## src/rtl/serial_cmd_decoder_if.sv

```systemverilog
// Byte receive, byte transmit and single-word memory request bundle.
// The decoder sits on the slave side; the environment drives the master side.
interface serial_cmd_decoder_if #(
  parameter int DATA_W = 32,
  parameter int ADDR_W = 32
);
  logic              rx_valid;
  logic [7:0]        rx_data;
  logic              tx_valid;
  logic [7:0]        tx_data;
  logic              tx_ready;
  logic              mem_req;
  logic              mem_we;
  logic [ADDR_W-1:0] mem_addr;
  logic [DATA_W-1:0] mem_wdata;
  logic              mem_ack;
  logic [DATA_W-1:0] mem_rdata;
  logic              busy;
  logic              cmd_err;
  logic              ovr_err;

  modport master (
    output rx_valid, rx_data, tx_ready, mem_ack, mem_rdata,
    input  tx_valid, tx_data, mem_req, mem_we, mem_addr,
    input  mem_wdata, busy, cmd_err, ovr_err
  );

  modport slave (
    input  rx_valid, rx_data, tx_ready, mem_ack, mem_rdata,
    output tx_valid, tx_data, mem_req, mem_we, mem_addr,
    output mem_wdata, busy, cmd_err, ovr_err
  );
endinterface

```

## src/rtl/serial_cmd_decoder.sv

```systemverilog
// Assembles cmd+payload frames from a byte stream, runs single-word
// memory accesses and streams responses back MSB byte first.
module serial_cmd_decoder #(
  parameter int DATA_W  = 32,
  parameter int ADDR_W  = 32,
  parameter int TIMEOUT = 1023
) (
  input logic clk,
  input logic reset,
  serial_cmd_decoder_if.slave bus
);
  localparam int NB = DATA_W / 8;
  localparam int CW = $clog2(NB + 1);
  localparam int TW = $clog2(TIMEOUT + 1);
  localparam int FW = 8 * (NB + 1);

  typedef enum logic [1:0] {S_RX, S_MEM, S_TX} state_t;

  state_t            state_q, state_d;
  logic [CW-1:0]     cnt_q, eff_cnt, tx_left_q;
  logic [TW-1:0]     idle_q;
  logic [DATA_W-1:0] sh_q, tx_buf_q, wdata_q;
  logic [ADDR_W-1:0] addr_q;
  logic              we_q, auto_inc_q;
  logic              cmd_err_q, ovr_err_q;

  logic              accept, expired, last_byte, tx_fire;
  logic [FW-1:0]     frame;
  logic [7:0]        cmd;
  logic [DATA_W-1:0] payload, addr_ext, stat_word;

  // Frame view, timeout detection and response word formatting.
  always_comb begin
    accept    = bus.rx_valid && (state_q == S_RX);
    expired   = (cnt_q != '0) && (idle_q == TW'(TIMEOUT));
    eff_cnt   = expired ? '0 : cnt_q;
    last_byte = accept && (eff_cnt == CW'(NB));
    frame     = {sh_q, bus.rx_data};
    cmd       = frame[FW-1 -: 8];
    payload   = frame[DATA_W-1:0];
    tx_fire   = (state_q == S_TX) && bus.tx_ready;
    addr_ext  = '0;
    addr_ext[ADDR_W-1:0] = addr_q;
    stat_word = '0;
    stat_word[DATA_W-1 -: 8] =
      {5'b0, auto_inc_q, ovr_err_q, cmd_err_q};
  end

  // State register; reset aborts any request or response in flight.
  always_ff @(posedge clk or posedge reset) begin
    if (reset) state_q <= S_RX;
    else       state_q <= state_d;
  end

  // Next-state decode.
  always_comb begin
    state_d = state_q;
    unique case (state_q)
      S_RX: begin
        if (last_byte) begin
          if (cmd == 8'h03 || cmd == 8'h06)
            state_d = S_TX;
          else if (cmd == 8'h04 || cmd == 8'h05)
            state_d = S_MEM;
        end
      end
      S_MEM: begin
        if (bus.mem_ack) state_d = we_q ? S_RX : S_TX;
      end
      S_TX: begin
        if (tx_fire && tx_left_q == CW'(1)) state_d = S_RX;
      end
      default: state_d = S_RX;
    endcase
  end

  // Byte assembly, command registers, memory completion and TX shifting.
  always_ff @(posedge clk or posedge reset) begin
    if (reset) begin
      cnt_q      <= '0;
      idle_q     <= '0;
      sh_q       <= '0;
      tx_buf_q   <= '0;
      tx_left_q  <= '0;
      wdata_q    <= '0;
      addr_q     <= '0;
      we_q       <= 1'b0;
      auto_inc_q <= 1'b0;
      cmd_err_q  <= 1'b0;
      ovr_err_q  <= 1'b0;
    end else begin
      if (bus.rx_valid && state_q != S_RX) ovr_err_q <= 1'b1;

      if (accept) begin
        idle_q <= '0;
        sh_q   <= frame[DATA_W-1:0];
        cnt_q  <= last_byte ? '0 : eff_cnt + CW'(1);
      end else if (expired) begin
        idle_q <= '0;
        cnt_q  <= '0;
      end else if (cnt_q != '0) begin
        idle_q <= idle_q + TW'(1);
      end

      if (last_byte) begin
        case (cmd)
          8'h01: addr_q <= payload[ADDR_W-1:0];
          8'h02: wdata_q <= payload;
          8'h03: begin
            tx_buf_q  <= addr_ext;
            tx_left_q <= CW'(NB);
          end
          8'h04: we_q <= 1'b1;
          8'h05: we_q <= 1'b0;
          8'h06: begin
            tx_buf_q  <= stat_word;
            tx_left_q <= CW'(1);
          end
          8'h07: auto_inc_q <= payload[0];
          default: cmd_err_q <= 1'b1;
        endcase
      end

      if (state_q == S_MEM && bus.mem_ack) begin
        if (auto_inc_q) addr_q <= addr_q + ADDR_W'(1);
        if (!we_q) begin
          tx_buf_q  <= bus.mem_rdata;
          tx_left_q <= CW'(NB);
        end
      end

      if (tx_fire) begin
        tx_buf_q  <= tx_buf_q << 8;
        tx_left_q <= tx_left_q - CW'(1);
      end
    end
  end

  assign bus.tx_valid  = (state_q == S_TX);
  assign bus.tx_data   = tx_buf_q[DATA_W-1 -: 8];
  assign bus.mem_req   = (state_q == S_MEM);
  assign bus.mem_we    = we_q;
  assign bus.mem_addr  = addr_q;
  assign bus.mem_wdata = wdata_q;
  assign bus.busy      = (state_q != S_RX);
  assign bus.cmd_err   = cmd_err_q;
  assign bus.ovr_err   = ovr_err_q;
endmodule

```

## src/flat_wrapper.sv

```systemverilog
// flat-port wrapper written by rule: the top's interface ports become plain ports
module serial_cmd_decoder_flat 
#(
  parameter int DATA_W  = 32,
  parameter int ADDR_W  = 32,
  parameter int TIMEOUT = 1023
)
  (clk, reset, bus_rx_valid, bus_rx_data, bus_tx_ready, bus_mem_ack, bus_mem_rdata, bus_tx_valid, bus_tx_data, bus_mem_req, bus_mem_we, bus_mem_addr, bus_mem_wdata, bus_busy, bus_cmd_err, bus_ovr_err);
  serial_cmd_decoder_if #(.DATA_W(DATA_W), .ADDR_W(ADDR_W)) bus_i ();
  input logic clk;
  input logic reset;
  input wire logic [$bits(bus_i.rx_valid)-1:0] bus_rx_valid;
  input wire logic [$bits(bus_i.rx_data)-1:0] bus_rx_data;
  input wire logic [$bits(bus_i.tx_ready)-1:0] bus_tx_ready;
  input wire logic [$bits(bus_i.mem_ack)-1:0] bus_mem_ack;
  input wire logic [$bits(bus_i.mem_rdata)-1:0] bus_mem_rdata;
  output wire logic [$bits(bus_i.tx_valid)-1:0] bus_tx_valid;
  output wire logic [$bits(bus_i.tx_data)-1:0] bus_tx_data;
  output wire logic [$bits(bus_i.mem_req)-1:0] bus_mem_req;
  output wire logic [$bits(bus_i.mem_we)-1:0] bus_mem_we;
  output wire logic [$bits(bus_i.mem_addr)-1:0] bus_mem_addr;
  output wire logic [$bits(bus_i.mem_wdata)-1:0] bus_mem_wdata;
  output wire logic [$bits(bus_i.busy)-1:0] bus_busy;
  output wire logic [$bits(bus_i.cmd_err)-1:0] bus_cmd_err;
  output wire logic [$bits(bus_i.ovr_err)-1:0] bus_ovr_err;
  assign bus_i.rx_valid = bus_rx_valid;
  assign bus_i.rx_data = bus_rx_data;
  assign bus_i.tx_ready = bus_tx_ready;
  assign bus_i.mem_ack = bus_mem_ack;
  assign bus_i.mem_rdata = bus_mem_rdata;
  assign bus_tx_valid = bus_i.tx_valid;
  assign bus_tx_data = bus_i.tx_data;
  assign bus_mem_req = bus_i.mem_req;
  assign bus_mem_we = bus_i.mem_we;
  assign bus_mem_addr = bus_i.mem_addr;
  assign bus_mem_wdata = bus_i.mem_wdata;
  assign bus_busy = bus_i.busy;
  assign bus_cmd_err = bus_i.cmd_err;
  assign bus_ovr_err = bus_i.ovr_err;
  serial_cmd_decoder #(.DATA_W(DATA_W), .ADDR_W(ADDR_W), .TIMEOUT(TIMEOUT)) u_core (.clk(clk), .reset(reset), .bus(bus_i));
endmodule
```

## config.mk

```make
export PLATFORM = sky130hd
export DESIGN_NAME = serial_cmd_decoder_flat
export DESIGN_NICKNAME = d
export VERILOG_FILES = /design/src/rtl/serial_cmd_decoder_if.sv /design/src/rtl/serial_cmd_decoder.sv /design/src/flat_wrapper.sv
export SDC_FILE = /design/constraint.sdc
export NUM_CORES = 1
export LEC_CHECK = 0
export ABC_AREA = 1
export BUFFER_PORTS_ARGS = -buffer_cell sky130_fd_sc_hd__buf_2
export CELL_PAD_IN_SITES_DETAIL_PLACEMENT = 2
export CELL_PAD_IN_SITES_GLOBAL_PLACEMENT = 2
export CORE_ASPECT_RATIO = 1.4
export CORE_MARGIN = 2
export CORE_UTILIZATION = 30
export CTS_BUF_LIST = sky130_fd_sc_hd__clkbuf_4
export DETAILED_ROUTE_END_ITERATION = 8
export PLACE_DENSITY = 0.82
export SLEW_MARGIN = 0
export SYNTH_ARGS = -nofsm -noshare
export SYNTH_HDL_FRONTEND = slang
export SYNTH_SLANG_ARGS = --single-unit
export TNS_END_PERCENT = 20
```

## constraint.sdc

```tcl
create_clock -name clk -period 4.45 [get_ports clk]
set_input_delay 0.445 -clock clk [delete_from_list [all_inputs] [get_ports clk]]
set_output_delay 0.445 -clock clk [all_outputs]
set_load 0.01 [all_outputs]
```

==> flow_summary.html, run 1 <==
<table>
<tr><th>Metric</th><th>Value</th></tr>
<tr><th colspan="2">Critical path</th></tr>
<tr><td>Worst setup path category</td><td>flop to flop</td></tr>
<tr><td>Crit path required time</td><td>between 4 and 5 ns</td></tr>
<tr><td>Origin of the critical flop-to-flop path</td><td>u_core.idle_q[0]</td></tr>
<tr><td>Slowest cell on crit path</td><td>dfrtp_1</td></tr>
<tr><td>Crit path launch type</td><td>flop</td></tr>
<tr><td>Crit path capture type</td><td>flop</td></tr>
<tr><td>Slowest Stage Delay on Critical Path</td><td>~0.42 ns</td></tr>
<tr><td>Most repeated library cell on the critical path</td><td>inv_1</td></tr>
<tr><td>Critical-path cell list</td><td>ha_1 &gt; nand2_1 &gt; nor2_2 &gt; nand4_4 &gt; inv_1 &gt; nor2_1 &gt; inv_1 &gt; ha_1 &gt; inv_1 &gt; nor2_4 &gt; nand3_4 &gt; inv_4 &gt; nand2_4 &gt; nand2_1 &gt; o21ai_2</td></tr>
<tr><td>Largest fanout on the critical path</td><td>between 60 and 70</td></tr>
<tr><td>Worst Path Arrival</td><td>about 3.7 ns</td></tr>
<tr><td>Source of the critical timing path</td><td>u_core.idle_q[0]</td></tr>
<tr><th colspan="2">Min path</th></tr>
<tr><td>Class of the tightest hold or removal check</td><td>primary input to flop</td></tr>
<tr><td>Startpoint of the tightest hold check path</td><td>bus_rx_valid</td></tr>
<tr><th colspan="2">Synth</th></tr>
<tr><td>Post-synth EDFFs</td><td>0</td></tr>
<tr><td>Mean area per synthesized cell</td><td>approximately 7 sq um</td></tr>
<tr><td>Count of distinct cell types in the synthesized netlist</td><td>43</td></tr>
<tr><td>Post-synthesis cell count</td><td>between 1000 and 1500</td></tr>
<tr><td>Biggest area contributors in the synthesized netlist</td><td>dfrtp_1 44%, nand2_1 19%, inv_1 6.7%</td></tr>
<tr><td>Number of synthesis warnings</td><td>0</td></tr>
<tr><td>Cell type with the highest aggregate area in the netlist</td><td>dfrtp_1</td></tr>
<tr><td>Top cell types by occurrence after synthesis</td><td>437 x nand2_1, 153 x inv_1, 150 x dfrtp_1, 138 x nor2_1, 85 x o21ai_0</td></tr>
<tr><td>Post-synth top area share</td><td>a little over two fifths</td></tr>
<tr><td>Total nets after synthesis</td><td>about 1300</td></tr>
<tr><td>Synth async-reset ratio</td><td>100%</td></tr>
<tr><td>Primary FF master, synth</td><td>dfrtp_1</td></tr>
<tr><td>Register area share after synthesis</td><td>43.7%</td></tr>
<tr><td>Post-synthesis instance area</td><td>approximately 8600 sq um</td></tr>
<tr><td>Most repeated cell in the gate-level netlist after synthesis</td><td>nand2_1</td></tr>
<tr><td>Synthesis-stage register bit count</td><td>150</td></tr>
<tr><th colspan="2">Floorplanning</th></tr>
<tr><td>Vertical extent of the die</td><td>between 200 and 250 um</td></tr>
<tr><td># rows</td><td>73</td></tr>
<tr><td>Initial Utilization</td><td>a little under a third</td></tr>
<tr><td>Total I/O pin count</td><td>123</td></tr>
<tr><td>Die Wd</td><td>around 150 um</td></tr>
<tr><td>Area of the die</td><td>approximately 30000 sq um</td></tr>
<tr><td>Core ar.</td><td>~28000 sq um</td></tr>
<tr><th colspan="2">Drt</th></tr>
<tr><td>Number of detailed-route iterations in the first pass</td><td>4</td></tr>
<tr><td>Post-route DRC</td><td>0</td></tr>
<tr><td>Vias per cell</td><td>around 4.8</td></tr>
<tr><td>Antenna-violating nets left</td><td>0</td></tr>
<tr><td>Total routed wirelength</td><td>roughly 30000 um</td></tr>
<tr><td>Drt first-iter violations</td><td>300</td></tr>
<tr><td>DR vias</td><td>8171</td></tr>
<tr><td>WL per Instance</td><td>17.5 um</td></tr>
<tr><th colspan="2">GRT</th></tr>
<tr><td>Met1 Use GR</td><td>approximately 26%</td></tr>
<tr><td>Met2 Use GR</td><td>approximately 38%</td></tr>
<tr><td>Met3 layer usage reported by global route</td><td>between 3 and 4%</td></tr>
<tr><td>Antenna violations before repair</td><td>1</td></tr>
<tr><td>Most used routing layer</td><td>met2</td></tr>
<tr><td>Wire length of the first global-routing pass</td><td>between 40000 and 50000 um</td></tr>
<tr><td>Total global-route track usage</td><td>between 20% and 30%</td></tr>
<tr><td>Global route overflow</td><td>0</td></tr>
<tr><td>Via count of the first global-routing pass</td><td>9123</td></tr>
<tr><td>Largest net degree at the start of global routing</td><td>72</td></tr>
<tr><th colspan="2">STA</th></tr>
<tr><td>Unrepaired setup endpoints after global routing</td><td>false</td></tr>
<tr><td>Number of max-slew violations in the final report</td><td>0</td></tr>
<tr><td>Max Clk Rate</td><td>0.313 GHz</td></tr>
<tr><td>Final sum of negative setup slack</td><td>0 ns</td></tr>
<tr><td>Worst hold slack across all endpoints</td><td>roughly 0.064 ns</td></tr>
<tr><td>Final count of negative-setup-slack endpoints</td><td>0</td></tr>
<tr><td>Worst path setup slack after routing</td><td>about 1.3 ns</td></tr>
<tr><td>Final worst-path cycle share</td><td>between 70% and 80%</td></tr>
<tr><td>Post-route minimum period</td><td>between 3 and 4 ns</td></tr>
<tr><td>Max_slew headroom</td><td>around 36%</td></tr>
<tr><td>Final-report hold violation count</td><td>0</td></tr>
<tr><td>Worst slew pin tran</td><td>slightly below 1 ns</td></tr>
<tr><td>Clock Skew</td><td>~0.025 ns</td></tr>
<tr><th colspan="2">CTS</th></tr>
<tr><td>Number of levels the H-tree was split into</td><td>4</td></tr>
<tr><td>CTS tree</td><td>yes</td></tr>
<tr><td>Clock latency reported for the late side of the worst-skew pair</td><td>0.63 ns</td></tr>
<tr><td>Sinks on the clock net</td><td>150</td></tr>
<tr><td>Clock transition at the register clock pins on the worst setup and hold paths after CTS</td><td>between 0.1 and 0.15 ns</td></tr>
<tr><td>Max Root-Sink Buffers</td><td>2</td></tr>
<tr><td>Clock tree root buffer cell</td><td>clkbuf_4</td></tr>
<tr><td>Number of CTS-inserted buffers</td><td>17</td></tr>
<tr><td>Resized Gates After CTS</td><td>0</td></tr>
<tr><th colspan="2">Final layout</th></tr>
<tr><td>Proportion of layout cells with a drive suffix above 1</td><td>17.1%</td></tr>
<tr><td>Final Instance Area</td><td>9690 sq um</td></tr>
<tr><td>Number of nets in the final layout</td><td>around 1400</td></tr>
<tr><td>Non-filler cells in the finished layout</td><td>around 1700</td></tr>
<tr><td>Fill cells</td><td>3471</td></tr>
<tr><td>Final design utilization</td><td>between 30% and 40%</td></tr>
<tr><td>Layout area overhead</td><td>12.8%</td></tr>
<tr><th colspan="2">Place</th></tr>
<tr><td>Placed wire-length estimate after detailed placement</td><td>22600 um</td></tr>
<tr><td>Routability cong.</td><td>approximately 0.80</td></tr>
<tr><td>Post-DP Area</td><td>about 9500 sq um</td></tr>
<tr><td>Place WS</td><td>1.31 ns</td></tr>
<tr><td>IO Port Bufs</td><td>between 100 and 150</td></tr>
<tr><td>Number of placed cells counting well taps</td><td>1674</td></tr>
<tr><th colspan="2">Run status</th></tr>
<tr><td>Outcome</td><td>complete, no violations</td></tr>
<tr><th colspan="2">Pwr</th></tr>
<tr><td>Total power draw</td><td>4.23 mW</td></tr>
<tr><td>Worst supply voltage drop on vdd</td><td>roughly 0.16 mV</td></tr>
<tr><td>Power per cell area</td><td>around 440 nW/um^2</td></tr>
<tr><td>Leakage Power</td><td>between 5 and 6 nW</td></tr>
<tr><th colspan="2">Job</th></tr>
<tr><td>Max-capacitance violation count</td><td>0</td></tr>
</table>
-- kinds of logic (layout without fill, tap and decap cells) --
logic type | count (synthesis) | after routing | synth area share [%]
buf+inv | 209 | 322 | 10.4
simple gates | 696 | 696 | 33.8
compound gates | 153 | 153 | 10.6
flops | 150 | 150 | 43.7
other cells | 0 | 1 | 0
xor+xnor | 5 | 5 | 0.510
fa+ha+maj | 6 | 6 | 0.874
-- layout make-up --
cell class	instances	area, sq um	share of cell area [%]
Inverter	156	592	6.11
Clock buffer	18	135	1.39
Tap cell	375	469	4.84
Sequential cell	150	3750	38.7
Clock inverter	14	88.8	0.917
Timing Repair Buffer	134	703	7.26
Multi-Input combinational cell	860	3940	40.7
Antenna cell	1	2.50	0.0258
-- worst paths after layout --
check,endpoint,slack (ns),cells after the start
setup / recovery,u_core.bus.mem_wdata[0],1.26,15
hold reg to reg,u_core.tx_buf_q[17],0.49,2
setup reg to reg,u_core.bus.mem_wdata[0],1.26,15
hold / removal,u_core.bus.ovr_err,0.06,2
max in group asynchronous,u_core.bus.mem_addr[3],2.84,4
min in group asynchronous,u_core.bus.mem_wdata[24],0.34,3
-- flip-flops by register name, indices dropped and copies added (netlist names) --
signal,count
u_core.bus.mem_wdata,32
u_core.sh_q,32
u_core.auto_inc_q,1
u_core.cnt_q,3
u_core.bus.ovr_err,1
u_core.tx_left_q,3
u_core.bus.mem_we,1
u_core.bus.mem_addr,32
u_core.state_q,2
u_core.tx_buf_q,32
u_core.bus.cmd_err,1
u_core.idle_q,10
-- metal layers --
metal | routed length, um | vias to the layer above | share of wire (%)
met2 | 15800 | 109 | 53
met4 | 580 | 0 | 1.9
met1 | 12900 | 4059 | 43
met3 | 717 | 33 | 2.4
li1 | - | 3970 | -
met5 | 0 | - | 0
-- placed cells by master (no fill, tap or decap), drive strengths merged --
| cell type | count |
|---|---|
| a21oi | 20 |
| xnor2 | 1 |
| diode | 1 |
| nor2 | 153 |
| dlygate4sd3 | 1 |
| clkinvlp | 5 |
| a311oi | 1 |
| nand3 | 66 |
| a21o | 1 |
| buf | 133 |
| a221oi | 1 |
| a211oi | 1 |
| and3 | 1 |
| a31o | 1 |
| inv | 155 |
| a22o | 1 |
| xor2 | 4 |
| o21bai | 1 |
| ha | 6 |
| or2 | 2 |
| nor3 | 17 |
| o211ai | 2 |
| nand2 | 442 |
| clkbuf | 18 |
| o21a | 1 |
| dfrtp | 150 |
| o21ai | 123 |
| nand3b | 5 |
| clkinv | 10 |
| nand4 | 10 |
-- critical path, delay by kind of cell, from the launching register on --
family                   cells  cell delay [ns]
AO/OA/AOI/OAI                1             0.07
adder cells (fa/ha/maj)      2             0.37
AND/OR/NAND/NOR              8             1.63
flip-flops                   1             0.42
buffers and inverters        4             0.50
-- power by group --
part           total [mW]  switching [mW]  leakage (nW)  internal, mW
combinational        1.39           0.908          3.00         0.480
sequential           2.07           0.388          1.98          1.68
clock               0.765           0.547         0.118         0.218
-- what timing repair did --
action | in CTS | in global routing
buffers inserted | 0 | 0
hold buffers | 1 | 0
hold endpoints to repair | 14 | 0
(Power assumes the default switching activity.)
==> inputs of run 2 (changes only) <==
- CORE_UTILIZATION: 30 -> 33
- PLACE_DENSITY: 0.82 -> 0.86
- clock period: 4.45 -> 3.2 ns (I/O delays scaled with it)
==> run 2 against run 1 <==
  * Clock power grew 93%
  * Via count grew 4.5%
  * Wire length grew 11%
  * Count of clock-buffer cells in the layout grew 1
  * Global-route usage grew 3.4 points
==> flow_summary.html, run 2 (synthesis gave the netlist of run 1 again) <==
<table>
<tr><th>Metric</th><th>Value</th></tr>
<tr><th colspan="2">Run status</th></tr>
<tr><td>Outcome</td><td>complete, no violations (unchanged)</td></tr>
<tr><th colspan="2">Critical path</th></tr>
<tr><td>Worst Path Arrival</td><td>3.50 ns (was 3.69 ns)</td></tr>
<tr><td>Slowest cell on crit path</td><td>dfrtp_1 (unchanged)</td></tr>
<tr><td>Most repeated library cell on the critical path</td><td>inv_1 (unchanged)</td></tr>
<tr><td>Crit path required time</td><td>3.70 ns (was 4.94 ns)</td></tr>
<tr><td>Slowest Stage Delay on Critical Path</td><td>0.65 ns (was 0.42 ns)</td></tr>
<tr><td>Largest fanout on the critical path</td><td>10 (was 64)</td></tr>
<tr><td>Crit path launch type</td><td>flop (unchanged)</td></tr>
<tr><td>Combined buffer and inverter count along the critical path</td><td>5 (was 4)</td></tr>
<tr><td>Source of the critical timing path</td><td>u_core.cnt_q[2] (was u_core.idle_q[0])</td></tr>
<tr><td>Worst setup path category</td><td>flop to flop (unchanged)</td></tr>
<tr><td>Critical-path cell list</td><td>nor2_2 &gt; nand2_2 &gt; nand4_4 &gt; inv_1 &gt; nor2_1 &gt; inv_1 &gt; ha_1 &gt; inv_1 &gt; nor2_4 &gt; nand3_4 &gt; buf_12 &gt; nor2_8 &gt; buf_12 &gt; nand2_1 &gt; nand3_1 &gt; o21ai_1 (was ha_1 &gt; nand2_1 &gt; nor2_2 &gt; nand4_4 &gt; inv_1 &gt; nor2_1 &gt; inv_1 &gt; ha_1 &gt; inv_1 &gt; nor2_4 &gt; nand3_4 &gt; inv_4 &gt; nand2_4 &gt; nand2_1 &gt; o21ai_2)</td></tr>
<tr><td>Origin of the critical flop-to-flop path</td><td>u_core.cnt_q[2] (was u_core.idle_q[0])</td></tr>
<tr><td>Worst path top cell family by delay</td><td>simple AND/OR/NAND/NOR gates (unchanged)</td></tr>
<tr><td>Crit path capture type</td><td>flop (unchanged)</td></tr>
<tr><th colspan="2">Min path</th></tr>
<tr><td>Class of the tightest hold or removal check</td><td>primary input to flop (unchanged)</td></tr>
<tr><td>Startpoint of the tightest hold check path</td><td>bus_mem_rdata[10] (was bus_rx_valid)</td></tr>
<tr><th colspan="2">Final layout</th></tr>
<tr><td>Most used cells in the layout excluding fill and tap cells</td><td>437 x nand2_1, 152 x inv_1, 150 x dfrtp_1, 138 x nor2_1, 122 x buf_2 (unchanged)</td></tr>
<tr><td>Layout area overhead</td><td>17.7% (was 12.8%)</td></tr>
<tr><td>Final Instance Area</td><td>10100 sq um (was 9690 sq um)</td></tr>
<tr><td>Proportion of layout cells with a drive suffix above 1</td><td>17.5% (was 17.1%)</td></tr>
<tr><td>Most common cell after layout, fill and taps aside</td><td>nand2_1 (unchanged)</td></tr>
<tr><td>Number of nets in the final layout</td><td>1401 (was 1370)</td></tr>
<tr><td>Final design utilization</td><td>39.7% (was 34.2%)</td></tr>
<tr><td>Fill cells</td><td>3003 (was 3471)</td></tr>
<tr><th colspan="2">Pwr</th></tr>
<tr><td>Worst supply voltage drop on vdd</td><td>0.299 mV (was 0.163 mV)</td></tr>
<tr><td>Power per cell area</td><td>643 nW/um^2 (was 436 nW/um^2)</td></tr>
<tr><td>Leakage Power</td><td>5.32 nW (was 5.10 nW)</td></tr>
<tr><td>Total power draw</td><td>6.50 mW (was 4.23 mW)</td></tr>
<tr><th colspan="2">STA</th></tr>
<tr><td>Clock Skew</td><td>0.0372 ns (was 0.0251 ns)</td></tr>
<tr><td>Unrepaired setup endpoints after global routing</td><td>false (unchanged)</td></tr>
<tr><td>Final sum of negative setup slack</td><td>0 ns (unchanged)</td></tr>
<tr><td>Post-route minimum period</td><td>3.00 ns (was 3.19 ns)</td></tr>
<tr><td>Final worst-path cycle share</td><td>93.9% (was 71.7%)</td></tr>
<tr><td>Max_slew headroom</td><td>41.4% (was 35.9%)</td></tr>
<tr><td>Worst slew pin tran</td><td>0.878 ns (was 0.961 ns)</td></tr>
<tr><td>Final-report hold violation count</td><td>0 (unchanged)</td></tr>
<tr><td>Final count of negative-setup-slack endpoints</td><td>0 (unchanged)</td></tr>
<tr><td>Number of max-slew violations in the final report</td><td>0 (unchanged)</td></tr>
<tr><td>Max Clk Rate</td><td>0.333 GHz (was 0.313 GHz)</td></tr>
<tr><th colspan="2">CTS</th></tr>
<tr><td>Max Root-Sink Buffers</td><td>2 (unchanged)</td></tr>
<tr><td>Clock latency reported for the late side of the worst-skew pair</td><td>0.63 ns (about the same)</td></tr>
<tr><td>CTS tree</td><td>yes (unchanged)</td></tr>
<tr><td>Sinks on the clock net</td><td>150 (unchanged)</td></tr>
<tr><td>Clock tree root buffer cell</td><td>clkbuf_4 (unchanged)</td></tr>
<tr><td>Clock transition at the register clock pins on the worst setup and hold paths after CTS</td><td>0.15 ns (was 0.14 ns)</td></tr>
<tr><td>Number of CTS-inserted buffers</td><td>17 (unchanged)</td></tr>
<tr><td>Number of levels the H-tree was split into</td><td>4 (unchanged)</td></tr>
<tr><th colspan="2">Drt</th></tr>
<tr><td>Drt first-iter violations</td><td>363 (was 300)</td></tr>
<tr><td>Antenna-violating nets left</td><td>0 (unchanged)</td></tr>
<tr><td>Vias per cell</td><td>5.08 (was 4.78)</td></tr>
<tr><td>Post-route DRC</td><td>0 (unchanged)</td></tr>
<tr><td>Total routed wirelength</td><td>33200 um (was 30000 um)</td></tr>
<tr><td>DR vias</td><td>8538 (was 8171)</td></tr>
<tr><td>Number of detailed-route iterations in the first pass</td><td>4 (unchanged)</td></tr>
<tr><td>WL per Instance</td><td>19.7 um (was 17.5 um)</td></tr>
<tr><th colspan="2">GRT</th></tr>
<tr><td>Total global-route track usage</td><td>24.4% (was 21.1%)</td></tr>
<tr><td>Via count of the first global-routing pass</td><td>9360 (was 9123)</td></tr>
<tr><td>Wire length of the first global-routing pass</td><td>52400 um (was 49700 um)</td></tr>
<tr><td>Largest net degree at the start of global routing</td><td>151 (was 72)</td></tr>
<tr><td>Antenna violations before repair</td><td>1 (unchanged)</td></tr>
<tr><td>Global route overflow</td><td>0 (unchanged)</td></tr>
<tr><th colspan="2">Floorplanning</th></tr>
<tr><td>Core ar.</td><td>25500 sq um (was 28300 sq um)</td></tr>
<tr><td>Die Wd</td><td>140 um (was 147 um)</td></tr>
<tr><td># rows</td><td>69 (was 73)</td></tr>
<tr><td>Total I/O pin count</td><td>123 (unchanged)</td></tr>
<tr><td>Vertical extent of the die</td><td>195 um (was 204 um)</td></tr>
<tr><td>Initial Utilization</td><td>33.7% (was 30.3%)</td></tr>
<tr><td>Area of the die</td><td>27300 sq um (was 30000 sq um)</td></tr>
<tr><th colspan="2">Place</th></tr>
<tr><td>Placed wire-length estimate after detailed placement</td><td>22400 um (was 22600 um)</td></tr>
<tr><td>IO Port Bufs</td><td>122 (unchanged)</td></tr>
<tr><td>Post-DP Area</td><td>9430 sq um (was 9450 sq um)</td></tr>
<tr><td>Routability cong.</td><td>0.795 (was 0.800)</td></tr>
<tr><th colspan="2">Job</th></tr>
<tr><td>Max-capacitance violation count</td><td>0 (unchanged)</td></tr>
</table>
run 2: cell types whose count changed in the layout (fill, tap and decap cells not counted), sizes merged:
cell	change
clkbuf	+1
buf	+8
dlygate4sd3	+21
nand3	+2
clkinvlp	-1
clkinv	-6
bufinv	+5
run 2: layout make-up:
type | count | area [sq um] | share of cell area, %
multi-input cells | 862 | 3970 | 39.2
flip-flops and latches | 150 | 3750 | 37.1
repair buffers | 163 | 1050 | 10.4
inverters | 156 | 592 | 5.85
well taps | 319 | 399 | 3.95
clock inverters | 12 | 204 | 2.02
clock buffers | 19 | 143 | 1.41
diodes | 1 | 2.50 | 0.0248
run 2: path summary, 6_finish.rpt:
path,slack [ns],cells after the start,to
max,0.20,16,u_core.bus.mem_addr[24]
min in group asynchronous,0.50,4,u_core.bus.mem_wdata[27]
min,0.05,5,u_core.tx_buf_q[10]
max reg2reg,0.20,16,u_core.bus.mem_addr[24]
min reg2reg,0.50,2,u_core.sh_q[4]
max in group asynchronous,1.98,4,u_core.bus.mem_addr[15]
run 2: metal layers:
metal | global-route usage, % | vias up | wire length [um]
met3 | 3.67 | 52 | 819
met5 | 0 | - | 0
li1 | - | 4020 | -
met1 | 29.4 | 4319 | 13700
met2 | 44.5 | 147 | 17800
met4 | 7.71 | 0 | 790
run 2: timing repair:
action                                  in CTS  in global routing
endpoints found under the setup margin       0                 69
endpoints found under the hold margin      169                  0
setup buffers                                0                  6
hold buffers                                22                  0
resized for setup                            0                  1
run 2: stage by stage:
stage                     instances  hold slack [ns]  setup WS [ns]
final                          1682           0.0487          0.195
after global routing           1682           0.0376         0.0278
after CTS                      1673         0.000160         0.0575
after detailed placement       1620            0.474          0.130
after global placement         1620            0.457          0.397
after floorplan                1219            0.441          0.861
run 2: worst min-delay path, delay by kind of cell:
kind,cells,cell delay (ns)
simple gates,2,0.09
buf+inv,2,0.14
compound gates,1,0.07
run 2: report_power, final:
part	total [mW]	switching (mW)	leakage [nW]	internal, mW
logic	2.10	1.37	3.16	0.725
clock network	1.48	0.767	0.175	0.712
registers	2.92	0.579	1.98	2.34
